### src/rtl/div16x8_seq.sv
// Sequential restoring divider: 16-bit dividend / 8-bit divisor, one quotient bit per clock.
// Uses a start/done handshake; a zero divisor completes immediately with a saturated quotient.
module div16x8_seq (
    input  logic        clk,
    input  logic        reset,
    input  logic        start,
    input  logic [15:0] dividend,
    input  logic [7:0]  divisor,
    output logic [15:0] quotient,
    output logic [7:0]  remainder,
    output logic        busy,
    output logic        done,
    output logic        div_by_zero
);

    typedef enum logic [1:0] {IDLE, CALC, DONE} state_t;

    state_t      state, state_nxt;
    logic [15:0] work;
    logic [7:0]  dvsr;
    logic [7:0]  rem;
    logic [3:0]  cnt;

    logic        accept;
    logic [8:0]  t;
    logic        ge;
    logic [7:0]  rem_sub;
    logic [15:0] work_nxt;
    logic [7:0]  rem_nxt;

    assign accept = start && (state == IDLE || state == DONE);

    // The 9th bit of t only feeds the compare; once subtracted the
    // remainder is below the divisor, so the low 8 bits of the difference are exact.
    always_comb begin
        t        = {rem, work[15]};
        ge       = (t >= {1'b0, dvsr});
        rem_sub  = t[7:0] - dvsr;
        work_nxt = {work[14:0], ge};
        rem_nxt  = ge ? rem_sub : t[7:0];
    end

    always_ff @(posedge clk) begin
        if (reset) state <= IDLE;
        else       state <= state_nxt;
    end

    always_comb begin
        state_nxt = state;
        case (state)
            IDLE, DONE: begin
                if (start)             state_nxt = (divisor == 8'd0) ? DONE : CALC;
                else if (state == DONE) state_nxt = IDLE;
            end
            CALC:    if (cnt == 4'd15) state_nxt = DONE;
            default: state_nxt = IDLE;
        endcase
    end

    always_comb begin
        busy = (state == CALC);
        done = (state == DONE);
    end

    always_ff @(posedge clk) begin
        if (reset) begin
            work        <= '0;
            dvsr        <= '0;
            rem         <= '0;
            cnt         <= '0;
            quotient    <= '0;
            remainder   <= '0;
            div_by_zero <= 1'b0;
        end else if (accept) begin
            if (divisor == 8'd0) begin
                quotient    <= 16'hFFFF;
                remainder   <= dividend[7:0];
                div_by_zero <= 1'b1;
            end else begin
                work        <= dividend;
                dvsr        <= divisor;
                rem         <= '0;
                cnt         <= '0;
                div_by_zero <= 1'b0;
            end
        end else if (state == CALC) begin
            work <= work_nxt;
            rem  <= rem_nxt;
            cnt  <= cnt + 4'd1;
            if (cnt == 4'd15) begin
                quotient  <= work_nxt;
                remainder <= rem_nxt;
            end
        end
    end

endmodule

### config.mk
export PLATFORM = sky130hd
export DESIGN_NAME = div16x8_seq
export DESIGN_NICKNAME = d
export VERILOG_FILES = /design/src/rtl/div16x8_seq.sv
export SDC_FILE = /design/constraint.sdc
export NUM_CORES = 1
export LEC_CHECK = 0
export BUFFER_PORTS_ARGS = -buffer_cell sky130_fd_sc_hd__buf_2
export CORE_MARGIN = 2
export CORE_UTILIZATION = 36
export DETAILED_ROUTE_END_ITERATION = 10
export PLACE_DENSITY = 0.61
export RECOVER_POWER = 50
export SETUP_SLACK_MARGIN = 0.4
export SKIP_CTS_REPAIR_TIMING = 1
export SYNTH_ARGS = -nofsm -noshare
export SYNTH_HDL_FRONTEND = slang
export SYNTH_SLANG_ARGS = --single-unit
export TNS_END_PERCENT = 1
### constraint.sdc
create_clock -name clk -period 3 [get_ports clk]
set_clock_uncertainty 0.15 [all_clocks]
set_input_delay 0.15 -clock clk [delete_from_list [all_inputs] [get_ports clk]]
set_output_delay 0.15 -clock clk [all_outputs]
set_load 0.02 [all_outputs]
[Yosys cells after proc, flatten, opt, wreduce, memory -nomap -nowiden]
Index checks and enable logic that the tools add are counted.
Word-level totals
  register bits: 63
  logic and storage cells: 54
Operators by class
  add/sub/neg operators: 2
  magnitude comparators: 1
  equal/unequal tests: 7
  multiplexer cells: 24
  bitwise logic cells: 1
  reduce and logical (&&, ||, !) cells: 11
Operators with widths (number)
  $mux W16: 7
  $mux W8: 8
  $mux W4: 3
  $ge A9 B8 Y1: 1
  $logic_not A8 Y1: 1
  $mux W2: 4
  $sub A8 B8 Y8: 1
  $reduce_and A2 Y1: 3
  $add A4 B1 Y4 const B: 1
  $eq A4 B4 Y1 const B: 1
  $ne A2 B1 Y1 const B: 2
  $pmux W2 S2: 1
  $reduce_bool A2 Y1: 2
  $ne A3 B3 Y1 const B: 1
  $reduce_and A3 Y1: 1
  $eq A2 B1 Y1 const B: 1
  $eq A2 B2 Y1 const B: 1
  $logic_not A2 Y1: 1
  $ne A2 B2 Y1 const B: 1
  $reduce_or A2 Y1: 1
  $logic_and A1 B1 Y1: 1
  $logic_or A1 B1 Y1: 1
  $mux W1: 1
  $not A1 Y1: 1

[Logic depth before layout (Yosys ltp)]
  depth after elaboration: 5
  mapped depth: 10
  mapped depth without buffers: 10

[Least setup slack after synthesis]
No wires, ideal clock.
  path kind: register to register
  start point: register work[15]
  end point: register remainder[6]
  library setup time: 0.119 ns
  arrival: 1.964 ns
  required time: 2.731 ns
  path slack: 0.767 ns
  stages on the path, launching flop included: 11
  path buffers: 0
  period minus slack after synthesis: 2.233 ns
  cell sequence: dfxtp_1 -> inv_1 -> ha_1 -> inv_1 -> fa_1 -> a211oi_2 -> o21bai_1 -> a21oi_1 -> xnor2_1 -> mux2_4 -> o221a_1
On the way
  word-level cells in the longest chain between the ends: 5
  elaborated cells between the ends (all ways): 6
  classes of those cells: add/sub: 1; order compare: 1; mux: 4
RTL lines
  from (decl): RTL line 19  | logic [15:0] work;
  from (signal assigned): RTL line 80  | work <= dividend;
  from (signal assigned): RTL line 87  | work <= work_nxt;
  $sub A8 B8 Y8 / $ge A9 B8 Y1 (equally long branches): RTL line 38, 37
  $mux W8 *: RTL line 40  | rem_nxt = ge ? rem_sub : t[7:0];
  $mux W8 *: RTL line 90  | if (cnt == 4'd15) begin
  $mux W8 *: RTL line 86  | end else if (state == CALC) begin
  $mux W8 *: RTL line 74  | end else if (accept) begin
  to (signal assigned): RTL line 77  | remainder <= dividend[7:0];
  to (signal assigned): RTL line 92  | remainder <= rem_nxt;
  to (decl): RTL line 10  | output logic [7:0] remainder,
Mark *: on every way between the ends. The rest lies on a longest branch, timed or not. The select of a mux whose other input is x is not followed.
A chain may end at the register's enable or synchronous reset.

[Final worst setup path]
  start point: input port divisor[4]
  end point: register rem[4]
On the way
  word-level cells in the longest chain between the ends: 3
RTL lines
  from (decl): RTL line 8  | input logic [7:0] divisor,
  $logic_not A8 Y1: RTL line 75  | if (divisor == 8'd0) begin
  $ne A2 B2 Y1 (no source line)
  $reduce_and A2 Y1 (no source line)
  to (signal assigned): RTL line 88  | rem <= rem_nxt;
  to (decl): RTL line 21  | logic [7:0] rem;
Every way passes these cells.

==> metrics.csv <==
stage;metric;value;unit
pwr;Peak VDD IR;0.3265;mV
grt;vias in the first global route;2495;
floorplanning;Die X;95.01;um
critical_path;crit path kind;in2reg;
detailed_routing;DR WL met2;3742;um
timing;Pins Over Slew Limit;0;
synthesis;Syn Nets;410;
floorplanning;Die Span Y;95.01;um
finish;nets;482;
critical_path;Critical Path Max Stage Delay;0.54;ns
placed_design;GPL Wtd Cong;0.8190;
timing;minimum clock period;2.477;ns
worst_hold_path;min-delay worst type;in2reg;
critical_path;Worst Setup End Kind;register;
grt;largest net degree at the start of global routing;40;
finish;fin area;3757;sq um
detailed_routing;max layer used;met4;
detailed_routing;Pre-antenna DRT Iters;4;
grt;global-route wire length before repair;12230;um
timing;final setup fails;0;
pwr;Pint;1.611;mW
detailed_routing;Iteration-0 DRC Markers;137;
synthesis;post-synth cell types;56;
synthesis;Synth top area share;42.30;%
synthesis;YS warnings;0;
timing;unrepaired setup endpoints after global routing;no;
critical_path;Worst Path Required;3.09;ns
floorplanning;# rows;33;
timing;max frequency;403.7;MHz
clocking;Num CTS Buffers;9;
placed_design;dpl hpwl;5500;um
synthesis;register area share after synthesis;42.30;%
clocking;Clock Latency Late Sink;0.33;ns
pwr;Clock power frac;37.0;%
critical_path;Cell Chain, Critical Path;dlygate4sd3_1 -> clkbuf_1 -> nor4_1 -> a21o_1 -> nand2b_1 -> nor2_1 -> nand2_1 -> o311ai_1;
synthesis;number of enable flip-flop cells after synthesis;0;
clocking;CTS tree;done;
detailed_routing;DR vias/cell;5.144;
finish;ant diodes;0;
pwr;Sw Pwr;0.6815;mW
clocking;Root Buffer;clkbuf_8;
placed_design;PortBufs;53;
detailed_routing;Metal-1 WL;3803;um
detailed_routing;vias post-DR;2855;
outcome;status;completed;
clocking;Clock Sinks;63;
finish;Area growth, synth to finish;26.02;%
finish;Core Util, Final;46.19;%
critical_path;CP Data Arrival Time;2.57;ns
synthesis;largest cells by area after synthesis;dfxtp_1 42%, nor2_1 8.1%, nand2_1 7.6%;
critical_path;delay-heaviest family, CP;simple AND/OR/NAND/NOR gates;
pwr;Sequential Power Share;40.1;%
clocking;Reg clk slew, reported paths;0.07;ns
critical_path;buffer and inverter count on the worst path;2;
synthesis;mapped cell area;2982;sq um
grt;grt ovf;0;
critical_path;Worst Path Max Fanout;12;
job;Max Cap Viol;0;
timing;Final Hold Fails;0;
detailed_routing;Avg WL per Cell;14.31;um
timing;fin crit share;82.56;%
timing;Rel. slew slack;53.73;%
synthesis;FFs w/ async S/R, synth;0;%
timing;Fin Setup TNS;0;ns
detailed_routing;antenna-violating nets left;0;
synthesis;dominant cell type by area after synthesis;dfxtp_1;
placed_design;area post-placement;3343;sq um
synthesis;#FFs+latches synth;63;
grt;total global-route track usage;17.53;%
clocking;Max clock buf depth;2;
pwr;power share of the combinational group;22.8;%
pwr;pwr/cell area;610.3;nW/um^2
synthesis;synthesized instance count;373;
floorplanning;die area;9026;sq um
floorplanning;initial core utilization;36.66;%
critical_path;CP Launch Type;primary input;
floorplanning;I/O pins;54;
critical_path;slowest stage cell, crit path;dlygate4sd3_1;
clocking;H-tree depth;3;
pwr;Leak Pwr;1.437;nW
timing;Slew @ Worst Pin;0.6941;ns
synthesis;average size of a mapped cell;7.994;sq um
synthesis;Main synth FF type;dfxtp_1;
detailed_routing;DRT Wirelength;7942;um
floorplanning;CORE AREA;8134;sq um
detailed_routing;DRC Markers;0;
finish;layout cells sized above 1;13.33;%
pwr;Switching Fraction;29.72;%
grt;antenna violations before repair;0;
detailed_routing;DR WL met3;306;um
[path summary, 6_finish.rpt]
path | cells after the start | endpoint | start | slack [ns]
setup / recovery | 8 | rem[4] | divisor[4] | 0.52
hold / removal | 3 | work[0] | dividend[0] | 0.04
setup reg to reg | 10 | remainder[6] | work[15] | 0.57
hold reg to reg | 2 | dvsr[6] | dvsr[6] | 0.31
[cells in the mapped netlist, types with 3 or more instances]
| cell type | number |
|---|---|
| nor2_1 | 64 |
| dfxtp_1 | 63 |
| nand2_1 | 60 |
| a21oi_1 | 21 |
| clkbuf_1 | 16 |
| a311oi_1 | 15 |
| nand3_1 | 13 |
| nor3_1 | 13 |
| o21ai_0 | 12 |
| inv_1 | 11 |
| ha_1 | 9 |
| a31oi_1 | 7 |
| nand2b_1 | 5 |
| a22oi_1 | 3 |
| buf_2 | 3 |
| nor2b_1 | 3 |
| xnor2_1 | 3 |
| xor2_1 | 3 |
[tightest hold or removal path, stage by stage]
cell and delay (ns):
buf_2 0.12, a21oi_1 0.13, a211oi_1 0.08
[metal layers]
metal  up-vias  track usage [%]
met5         -                0
met4         0            7.005
met3         8            3.113
met2        61            26.71
met1      1340            24.49
li1       1446                -
[power by group through the flow]
| stage | Clock [mW] | Sequential (mW) | Combinational [mW] |
|---|---|---|---|
| after floorplan | 0 | 0.929 | 0.393 |
| after global placement | 0 | 0.936 | 0.492 |
| after detailed placement | 0 | 0.937 | 0.498 |
| after CTS | 0.867 | 0.919 | 0.502 |
| after global routing | 0.908 | 0.926 | 0.580 |
| final | 0.849 | 0.920 | 0.524 |
[flip-flops by register name (all words and copies together) (netlist names)]
name	cells
quotient	16
work	16
dvsr	8
rem	8
remainder	8
cnt	4
state	2
div_by_zero	1
[per-stage QoR]
step	setup WS (ns)	total power, mW	hold WS, ns	std cells
floorplan	0.7675	1.323	0.1360	373
global placement	0.6487	1.429	0.2665	516
detailed placement	0.6211	1.436	0.2685	516
CTS	0.5836	2.288	-0.08915	532
global route	0.3445	2.414	0.04873	555
finish	0.5232	2.293	0.04375	555
[cells by family (layout without fill, tap and decap cells)]
| group | count (synthesis) | after routing | share of synthesized area, % |
|---|---|---|---|
| xor gates and xnor gates | 6 | 6 | 1.763 |
| DFF | 63 | 63 | 42.30 |
| and+or+nand+nor | 174 | 174 | 25.81 |
| buffers and inverters | 34 | 111 | 4.658 |
| AOI/OAI and AO/OA | 83 | 83 | 19.85 |
| muxes | 3 | 3 | 1.175 |
| adders and majority gates | 10 | 10 | 4.448 |
[cells in the final DEF (no fill, tap or decap), types with 2 or more instances in the layout]
cell / count
nand3_1: 13
a211oi_2: 2
o21a_1: 2
xnor2_1: 3
a21o_1: 2
nor4_1: 2
buf_4: 7
dlygate4sd3_1: 23
nor3_1: 13
inv_1: 11
o21ai_2: 2
nor2b_1: 2
dfxtp_1: 63
xor2_1: 3
buf_2: 25
nand2_1: 61
clkinvlp_4: 2
a22o_1: 2
ha_1: 9
clkbuf_8: 11
a31oi_1: 7
a22oi_1: 3
o21ai_0: 12
a311oi_1: 15
a21oi_1: 21
nand4_1: 2
nor2_1: 64
clkbuf_1: 29
bufinv_16: 2
and3_1: 2
nand2b_1: 5
mux2i_1: 2
[final cells by class]
cell class | count | area (sq um)
clock buffers | 11 | 151.4
clock inverters | 5 | 80.08
fillers | 810 | 4377
inverters | 11 | 41.29
multi-input cells | 276 | 1575
flip-flops and latches | 63 | 1261
well taps | 105 | 131.4
repair buffers | 84 | 516.7
No activity file was read; power rests on OpenSTA's default activity.
